===== config.mk =====
export PLATFORM = sky130hd
export DESIGN_NAME = ysyx_23060240_lsu
export DESIGN_NICKNAME = d
export VERILOG_FILES = /design/src/rtl/ysyx_23060240_lsu.sv
export SDC_FILE = /design/constraint.sdc
export NUM_CORES = 1
export LEC_CHECK = 0
export ABC_AREA = 1
export BUFFER_PORTS_ARGS = -buffer_cell sky130_fd_sc_hd__buf_2
export CELL_PAD_IN_SITES_DETAIL_PLACEMENT = 0
export CELL_PAD_IN_SITES_GLOBAL_PLACEMENT = 1
export CORE_MARGIN = 2
export CORE_UTILIZATION = 37
export DETAILED_ROUTE_END_ITERATION = 10
export HOLD_SLACK_MARGIN = 0.1
export PLACE_DENSITY = 0.94
export SYNTH_ARGS = -nofsm -noshare
export SYNTH_HDL_FRONTEND = slang
export SYNTH_SLANG_ARGS = --single-unit

===== constraint.sdc =====
create_clock -name clk -period 3.7 [get_ports clk]
set_input_delay 0.555 -clock clk [delete_from_list [all_inputs] [get_ports clk]]
set_output_delay 0.555 -clock clk [all_outputs]
set_load 0.005 [all_outputs]

===== src/rtl/ysyx_23060240_lsu.sv =====
`default_nettype none
// ============================================================================
//  Module   : ysyx_23060240_lsu
//  Purpose  : Load/store unit between the EXU and a handshaked data-memory
//             port. One transaction at a time is carried through a
//             registered IDLE -> ISSUE -> WAIT -> RESP sequence. The unit
//             builds byte-lane strobes and lane-shifted store data, and
//             aligns and extends load data. Illegal accesses are answered
//             with an error and never reach the bus.
//  Revision : 1.0 - initial release
// ----------------------------------------------------------------------------
//  Parameters
//    DATA_W       : data path width, 32 or 64
//    ADDR_W       : byte address width (at least 3)
//    MISALIGN_CHK : 1 = misaligned access is an error,
//                   0 = low offset bits are masked and the access is issued
//  Ports
//    clk, rst_n                         clock, asynchronous active-low reset
//    req_valid/req_ready                EXU request handshake
//    req_wen, req_addr, req_wdata,
//    req_size, req_unsigned             request payload
//    rsp_valid/rsp_ready                EXU response handshake
//    rsp_rdata, rsp_err                 response payload
//    mem_req_valid/mem_req_ready        bus request handshake
//    mem_we, mem_addr, mem_wdata,
//    mem_wstrb                          bus request payload
//    mem_rsp_valid, mem_rdata,
//    mem_rsp_err                        bus response
// ============================================================================
module ysyx_23060240_lsu #(
   parameter int DATA_W       = 32,
   parameter int ADDR_W       = 32,
   parameter int MISALIGN_CHK = 1
) (
   input  logic                  clk,
   input  logic                  rst_n,
   input  logic                  req_valid,
   output logic                  req_ready,
   input  logic                  req_wen,
   input  logic [ADDR_W-1:0]     req_addr,
   input  logic [DATA_W-1:0]     req_wdata,
   input  logic [1:0]            req_size,
   input  logic                  req_unsigned,
   output logic                  rsp_valid,
   input  logic                  rsp_ready,
   output logic [DATA_W-1:0]     rsp_rdata,
   output logic                  rsp_err,
   output logic                  mem_req_valid,
   input  logic                  mem_req_ready,
   output logic                  mem_we,
   output logic [ADDR_W-1:0]     mem_addr,
   output logic [DATA_W-1:0]     mem_wdata,
   output logic [DATA_W/8-1:0]   mem_wstrb,
   input  logic                  mem_rsp_valid,
   input  logic [DATA_W-1:0]     mem_rdata,
   input  logic                  mem_rsp_err
);

   localparam int STRB_W = DATA_W / 8;
   localparam int OFF_W  = (DATA_W == 64) ? 3 : 2;

   typedef enum logic [1:0] {
      IDLE  = 2'd0,
      ISSUE = 2'd1,
      WAIT  = 2'd2,
      RESP  = 2'd3
   } state_e;

   state_e              state_q, state_d;
   logic                wen_q, wen_d;
   logic [1:0]          size_q, size_d;
   logic                uns_q, uns_d;
   logic [OFF_W-1:0]    off_q, off_d;
   logic                mem_we_q, mem_we_d;
   logic [ADDR_W-1:0]   mem_addr_q, mem_addr_d;
   logic [DATA_W-1:0]   mem_wdata_q, mem_wdata_d;
   logic [STRB_W-1:0]   mem_wstrb_q, mem_wstrb_d;
   logic [DATA_W-1:0]   rsp_rdata_q, rsp_rdata_d;
   logic                rsp_err_q, rsp_err_d;

   // ------------------------------------------------------------------------
   // Request decode: legality, lane offset, strobe and shifted store data
   // ------------------------------------------------------------------------
   logic [7:0]          lane_mask;
   logic [2:0]          align_mask;
   logic                misaligned;
   logic                illegal;
   logic [OFF_W-1:0]    req_off;
   logic [15:0]         strb_wide;
   logic [STRB_W-1:0]   req_strb;
   logic [DATA_W-1:0]   req_lane_data;

   always_comb begin
      case (req_size)
         2'd0:    begin lane_mask = 8'h01; align_mask = 3'b000; end
         2'd1:    begin lane_mask = 8'h03; align_mask = 3'b001; end
         2'd2:    begin lane_mask = 8'h0F; align_mask = 3'b011; end
         default: begin lane_mask = 8'hFF; align_mask = 3'b111; end
      endcase

      misaligned = |(req_addr[2:0] & align_mask);
      illegal    = ((DATA_W == 32) && (req_size == 2'd3)) ||
                   ((MISALIGN_CHK != 0) && misaligned);

      // Without the misalignment check, the access is forced onto its
      // natural boundary inside the data word.
      req_off = req_addr[OFF_W-1:0];
      if (MISALIGN_CHK == 0) begin
         req_off = req_off & ~align_mask[OFF_W-1:0];
      end

      // Shift in a 16-bit vector so an 8-lane mask never overflows before
      // truncation to the real strobe width.
      strb_wide     = {8'h00, lane_mask} << req_off;
      req_strb      = strb_wide[STRB_W-1:0];
      req_lane_data = req_wdata << {req_off, 3'b000};
   end

   // ------------------------------------------------------------------------
   // Load formatting: shift the addressed bytes down, then extend
   // ------------------------------------------------------------------------
   logic [DATA_W-1:0]   shifted;
   logic [63:0]         sh64;
   logic [63:0]         load64;
   logic [DATA_W-1:0]   load_result;

   always_comb begin
      shifted              = mem_rdata >> {off_q, 3'b000};
      sh64                 = '0;
      sh64[DATA_W-1:0]     = shifted;
      // Word on a 32-bit path is extended to 64 and then truncated, so the
      // unsigned flag naturally has no effect there.
      case (size_q)
         2'd0:    load64 = {{56{~uns_q & sh64[7]}},  sh64[7:0]};
         2'd1:    load64 = {{48{~uns_q & sh64[15]}}, sh64[15:0]};
         2'd2:    load64 = {{32{~uns_q & sh64[31]}}, sh64[31:0]};
         default: load64 = sh64;
      endcase
      load_result = load64[DATA_W-1:0];
   end

   // ------------------------------------------------------------------------
   // FSM next state and registered datapath
   // ------------------------------------------------------------------------
   always_comb begin
      state_d     = state_q;
      wen_d       = wen_q;
      size_d      = size_q;
      uns_d       = uns_q;
      off_d       = off_q;
      mem_we_d    = mem_we_q;
      mem_addr_d  = mem_addr_q;
      mem_wdata_d = mem_wdata_q;
      mem_wstrb_d = mem_wstrb_q;
      rsp_rdata_d = rsp_rdata_q;
      rsp_err_d   = rsp_err_q;

      case (state_q)
         IDLE: begin
            if (req_valid) begin
               wen_d  = req_wen;
               size_d = req_size;
               uns_d  = req_unsigned;
               off_d  = req_off;
               if (illegal) begin
                  // Answered directly; bus outputs keep their old values
                  // because mem_req_valid is never raised.
                  rsp_err_d   = 1'b1;
                  rsp_rdata_d = '0;
                  state_d     = RESP;
               end else begin
                  mem_we_d    = req_wen;
                  mem_addr_d  = {req_addr[ADDR_W-1:OFF_W], {OFF_W{1'b0}}};
                  mem_wdata_d = req_lane_data;
                  mem_wstrb_d = req_wen ? req_strb : '0;
                  rsp_err_d   = 1'b0;
                  rsp_rdata_d = '0;
                  state_d     = ISSUE;
               end
            end
         end
         ISSUE: begin
            if (mem_req_ready) begin
               state_d = WAIT;
            end
         end
         WAIT: begin
            if (mem_rsp_valid) begin
               rsp_err_d   = mem_rsp_err;
               rsp_rdata_d = (mem_rsp_err || wen_q) ? '0 : load_result;
               state_d     = RESP;
            end
         end
         RESP: begin
            if (rsp_ready) begin
               state_d = IDLE;
            end
         end
         default: state_d = IDLE;
      endcase
   end

   always_ff @(posedge clk or negedge rst_n) begin
      if (!rst_n) begin
         state_q     <= IDLE;
         wen_q       <= 1'b0;
         size_q      <= 2'd0;
         uns_q       <= 1'b0;
         off_q       <= '0;
         mem_we_q    <= 1'b0;
         mem_addr_q  <= '0;
         mem_wdata_q <= '0;
         mem_wstrb_q <= '0;
         rsp_rdata_q <= '0;
         rsp_err_q   <= 1'b0;
      end else begin
         state_q     <= state_d;
         wen_q       <= wen_d;
         size_q      <= size_d;
         uns_q       <= uns_d;
         off_q       <= off_d;
         mem_we_q    <= mem_we_d;
         mem_addr_q  <= mem_addr_d;
         mem_wdata_q <= mem_wdata_d;
         mem_wstrb_q <= mem_wstrb_d;
         rsp_rdata_q <= rsp_rdata_d;
         rsp_err_q   <= rsp_err_d;
      end
   end

   // ------------------------------------------------------------------------
   // Outputs
   // ------------------------------------------------------------------------
   assign req_ready     = (state_q == IDLE);
   assign mem_req_valid = (state_q == ISSUE);
   assign rsp_valid     = (state_q == RESP);
   assign rsp_rdata     = rsp_rdata_q;
   assign rsp_err       = rsp_err_q;
   assign mem_we        = mem_we_q;
   assign mem_addr      = mem_addr_q;
   assign mem_wdata     = mem_wdata_q;
   assign mem_wstrb     = mem_wstrb_q;

endmodule
`default_nettype wire


Yosys cells after proc, flatten, opt, wreduce, memory -nomap -nowiden

Index checks and enable logic that the tools add are counted.

Div/mod/pow operators: 0
Add/sub/neg operators: 0
Shift operators: 3
Multiplexer cells: 18
Equality and inequality tests: 12
Multiply operators: 0
Bitwise operators: 5
Magnitude comparators: 0
Reductions and logical operators: 11

Operators with widths:

| cell                                                                     | number |
|---|---|
| 32-bit 2-to-1 mux                                                        | 3 |
| 32-bit case mux with 3 select lines                                      | 1 |
| 32-bit case mux with 2 select lines                                      | 1 |
| 32-bit by 5-bit left shift with 32-bit output                            | 1 |
| 32-bit by 5-bit right shift with 32-bit output                           | 1 |
| 8-bit case mux with 3 select lines                                       | 1 |
| 2-bit == test (second input constant)                                    | 5 |
| 2-bit 2-to-1 mux                                                         | 5 |
| 3-bit case mux with 3 select lines                                       | 1 |
| 2-bit case mux with 4 select lines                                       | 1 |
| 8-bit by 2-bit left shift with 4-bit output                              | 1 |
| 2-bit by 1-bit == test with 1-bit output (second input constant)         | 3 |
| 2-bit zero test                                                          | 3 |
| 3-bit AND reduction                                                      | 2 |
| 4-bit 2-to-1 mux                                                         | 1 |
| 2-bit by 1-bit inequality test with 1-bit output (second input constant) | 2 |
| 2-bit inequality test (second input constant)                            | 2 |
| 4-bit AND reduction                                                      | 1 |
| 3-bit AND                                                                | 1 |
| 1-bit 2-to-1 mux                                                         | 3 |
| 3-bit OR reduction                                                       | 1 |
| 1-bit AND                                                                | 2 |
| 1-bit logical OR                                                         | 2 |
| 1-bit inverter                                                           | 2 |
| 3 further kinds                                                          | 3 |

Input port bits: 107
Output and inout port bits: 105
Bits in read-only memories: 0
Flip-flop bits (word level): 108
Word-level logic and storage cells: 60
Memories: 0
Latch bits: 0
RAM bits: 0

Logic depth before layout (Yosys ltp)

Word-level depth: 8
Mapped depth: 11
Gate-level depth less buffers: 9

Worst setup path before layout

Ideal clock, no wire load.

Path kind: reg-to-reg
From: reg state_q[0]
To: reg rsp_rdata_q[20], in the netlist rsp_rdata[20]
Clock period less this slack: 1603 ps
Slack: 2097 ps
Data arrival time: 1486 ps
Cell stages (with the launch flop): 9
Required time: 3584 ps
Buffers on the path: 1
Cell sequence: dfrtp_1 inv_1 ha_1 or2_2 nand3_1 buf_2 nor2_1 nand2_1 nand2_1

Cells in the longest elaborated chain, start to end: 3
Elaborated cells between the ends (all ways): 7

Ends and longest elaborated chain:

| what                                                                                | line | source |
|---|---|---|
| start, declared                                                                     | 69   | `state_e state_q, state_d;` |
| start signal, assigned                                                              | 217  | `state_q <= state_d;` |
| 2-bit zero test (*)                                                                 | --   |  |
| net req_ready                                                                       | 38   | `output logic req_ready,` |
| 2-bit inequality test (no source line) / 2-bit nonzero test (equally long branches) | --   |  |
| 3-bit AND reduction (no source line)                                                | --   |  |
| end signal, assigned                                                                | 226  | `rsp_rdata_q <= rsp_rdata_d;` |
| end, declared                                                                       | 78   | `logic [DATA_W-1:0] rsp_rdata_q, rsp_rdata_d;` |

Mark *: on every way through the listed nets, which the timed path passes. The rest lies on a longest branch.
A chain may end at the register's enable or synchronous reset.

Final worst setup path

From: in req_addr[0]
To: reg mem_wstrb_q[2], in the netlist mem_wstrb[2]

Cells in the longest elaborated chain, start to end: 5
Elaborated cells between the ends (all ways): 7

Ends and longest elaborated chain:

| what                                 | line | source |
|---|---|---|
| start, declared                      | 40   | `input logic [ADDR_W-1:0] req_addr,` |
| 3-bit AND                            | 101  | `misaligned = \|(req_addr[2:0] & align_mask);` |
| 3-bit OR reduction                   | 101  |  |
| 1-bit logical OR                     | 102  | `illegal = ((DATA_W == 32) && (req_size == 2'd3)) \|\|` |
| 1-bit inverter (no source line)      | --   |  |
| 3-bit AND reduction (no source line) | --   |  |
| end signal, assigned                 | 225  | `mem_wstrb_q <= mem_wstrb_d;` |
| end, declared                        | 77   | `logic [STRB_W-1:0] mem_wstrb_q, mem_wstrb_d;` |

Several ways; a longest one is shown, not always the timed one.

==> out/results.md <==
• **run status** completed
• **Max IR drop VDD** 0.3433 mV
• **number of buffers created by CTS** 9
• **mean cell area of the mapped netlist** 7.268 sq um
• **post-CTS sizing** 0
• **endpoint of the most critical register-to-register path** mem_wstrb[2]
• **Reg2Reg Launch Point** state_q[0]
• **Die Wd** 125.6 um
• **pin count of the biggest net entering global routing** 89
• **arrival time worst endpoint** 2.68 ns
• **CTS clk-pin slew, worst paths** 0.09 ns
• **worst slew margin relative to its limit** 49.35%
• **number of antenna violations at the first check in global routing** 1
• **pwr dens** 731.6 nW/um^2
• **end point of the most critical hold path** mem_addr[13]
• **top cell types by occurrence after synthesis** sky130_fd_sc_hd__nand2_1 (336), sky130_fd_sc_hd__dfrtp_1 (108), sky130_fd_sc_hd__o21ai_0 (95)
• **residual overflow from global routing** 0
• **number of global-route vias before repair** 5171
• **Iteration-0 DRC Markers** 306
• **reg2reg setup slack** 1.47 ns
• **Routed WL** 16170 um
• **Final HPWL DP** 11600 um
• **worst-case clock skew** 0.01094 ns
• **synthesis warning total** 0
• **crit path capture type** register
• **min-delay worst type** in -> reg
• **row count** 44
• **Yosys cell types** 25
• **startpoint types** input port
• **unrepaired setup endpoints after global routing** no
• **clock insertion delay at the later pin of the skew report** 0.37 ns
• **Main synth FF type** sky130_fd_sc_hd__dfrtp_1
• **number of nets in the final layout** 1049
• **global-route usage over all layers** 20.84%
• **Vias per Instance** 4.791
• **transition time at the pin with the least slew margin** 0.7598 ns
• **worst hold path depth** 3
• **Slew Viols, Final** 0
• **routed vias** 5414
• **buffer levels on the longest clock path** 2
• **post-synthesis instance total** 753
• **setup tns final** 0 ns
• **multi-input gate area in the final layout** 2379 sq um
• **number of filler instances in the final layout** 1523
• **first-pass GRT wire length** 26190 um
• **Yosys top cell by area** sky130_fd_sc_hd__dfrtp_1
• **DP Cell Count** 1109
• **post-synthesis sequential element count** 108
• **start point of the worst hold path** req_addr[13]
• **total leakage power** 0.004077 uW
• **post-synthesis cell area** 5473 sq um
• **max cap viols** 0
• **top-area cell type share of the netlist area** 49.38%
• **synth-to-layout area growth** 26.63%
• **number of clock sinks seen by CTS** 108
• **number of top-level pins** 212
• **starting density of the core** 37.80%
• **die boundary height** 125.6 um
• **detailed-route wire length per cell** 14.31 um
• **Std-Cell Core Area** 14480 sq um
• **maximum level of the CTS H-tree** 3
• **number of DRC violations after detailed routing** 0
• **FF-to-FF path depth** 7
• **remaining number of nets flagged by the antenna check after routing** 0
• **routability-driven placement congestion ratio** 0.8348
• **maximum clock frequency** 406.8 MHz
• **proportion of synthesized chip area in sequential cells** 49.38%
• **buffer type at the clock tree root** sky130_fd_sc_hd__clkbuf_16
• **Final Setup Violations** 0
• **cell with the most instances after synthesis** sky130_fd_sc_hd__nand2_1
• **Post-Route Utilization** 47.87%
• **final std cells w/o fill** 1130
• **Area contributors post-synth** sky130_fd_sc_hd__dfrtp_1 (49%), sky130_fd_sc_hd__nand2_1 (23%), sky130_fd_sc_hd__o21ai_0 (8.7%)
• **number of flops mapped to enable cells by yosys** 0
• **ratio of cells with drive above 1 in the final layout** 26.11%
• **share of synthesized registers carrying an async set or reset** 100.0%
• **minimum period implied by the final worst setup slack** 2.458 ns
• **DIE AREA** 15780 sq um
• **Final Cycle Share** 66.44%
• **Final Hold Violating Endpoints** 0
• **category of the most critical setup path** in -> reg
• **Initial DRT Pass Iterations** 5
• **number of buffers inserted by port buffering** 209
• **Data required, critical path** 3.92 ns
• **Max FO, Critical Path** 79
• **clock tree from TritonCTS** built
• **area taken by flip-flops and latches** 2703 sq um
[worst max-delay path, cell delays in order]
cell                      delay [ns]
sky130_fd_sc_hd__buf_2          0.46
sky130_fd_sc_hd__inv_2          0.31
sky130_fd_sc_hd__o21ai_2        0.23
sky130_fd_sc_hd__o21ai_2        0.18
sky130_fd_sc_hd__nand2_2        0.11
sky130_fd_sc_hd__buf_4          0.58
sky130_fd_sc_hd__o21ai_0        0.21
[sequential cells by signal, summed over array words and instances, names as in the netlist]
| signal | cells |
|---|---|
| off_q | 2 |
| mem_we | 1 |
| uns_q | 1 |
| mem_wstrb | 4 |
| rsp_rdata | 32 |
| mem_addr | 30 |
| mem_wdata | 32 |
| state_q | 2 |
| wen_q | 1 |
| size_q | 2 |
| rsp_err | 1 |
[kinds of logic (layout without fill, tap and decap cells)]
| kind of cell | count (synthesis) | after routing | synth area share [%] |
|---|---|---|---|
| flops | 108 | 108 | 49.38 |
| compound gates | 109 | 109 | 10.13 |
| other cells | 1 | 6 | 0.06852 |
| simple gates | 442 | 442 | 32.05 |
| buf+inv | 88 | 276 | 7.224 |
| fa+ha+maj | 5 | 5 | 1.143 |
[area by class of cell]
| class | count | share of cell area (%) |
|---|---|---|
| sequential | 108 | 39.00 |
| multi-input combinational | 558 | 34.32 |
| timing repair buffer | 216 | 16.10 |
| tap | 184 | 3.322 |
| clock buffer | 9 | 3.250 |
| inverter | 44 | 2.419 |
| clock inverter | 7 | 1.444 |
| antenna | 4 | 0.1444 |
[per-layer routing]
metal  up-vias  routed length, um  track usage, %
met4         0                203           6.144
li1       2720                  -               -
met5         -                  0               0
met3        11               1516           6.032
met2       205               7139           32.05
met1      2478               7311           28.76
[worst max path at each step]
stage / from / end
6_report: req_addr[0] / mem_wstrb[2]
3_5_place_dp: req_addr[0] / mem_wdata[28]
3_3_place_gp: req_addr[0] / mem_wstrb[2]
4_1_cts: req_addr[0] / mem_wdata[28]
2_1_floorplan: state_q[0] / rsp_rdata[20]
5_1_grt: req_addr[0] / mem_wdata[28]
[cells in the final DEF, fill, tap and decap left out, types with 3 or more instances in the layout]
cell type / synthesis / final
sky130_fd_sc_hd__inv_6: 0 / 3
sky130_fd_sc_hd__inv_2: 4 / 4
sky130_fd_sc_hd__buf_4: 7 / 6
sky130_fd_sc_hd__a21oi_1: 9 / 9
sky130_fd_sc_hd__dfrtp_1: 108 / 108
sky130_fd_sc_hd__clkbuf_16: 0 / 9
sky130_fd_sc_hd__diode_2: 0 / 4
sky130_fd_sc_hd__nand3_1: 45 / 45
sky130_fd_sc_hd__nor2_1: 52 / 52
sky130_fd_sc_hd__buf_2: 17 / 208
sky130_fd_sc_hd__ha_1: 5 / 5
sky130_fd_sc_hd__o21ai_0: 95 / 95
sky130_fd_sc_hd__nand2_1: 336 / 336
sky130_fd_sc_hd__inv_1: 39 / 39
[metrics by stage]
stage | hold slack, ns | instance area [sq um] | setup WS, ns | total power (uW)
after CTS | 0.3591 | 6920 | 1.230 | 5136
after detailed placement | 0.4579 | 6585 | 0.8442 | 4061
after global placement | 0.4521 | 6585 | 0.9226 | 4023
after floorplan | 0.2594 | 5477 | 2.097 | 3209
final | 0.3689 | 6930 | 1.242 | 5071
after global routing | 0.3718 | 6920 | 0.9483 | 5505
[what timing repair did]
action                                 in CTS  in global routing
setup buffers                               0                  0
endpoints found under the hold margin      20                  0
hold buffers                                1                  0
[power breakdown]
group	internal, uW	switching [uW]
registers	1660	311
clock network	549	511
logic	809	1230
total	3020	2050
Note: power is estimated with default switching activity, not from simulation.
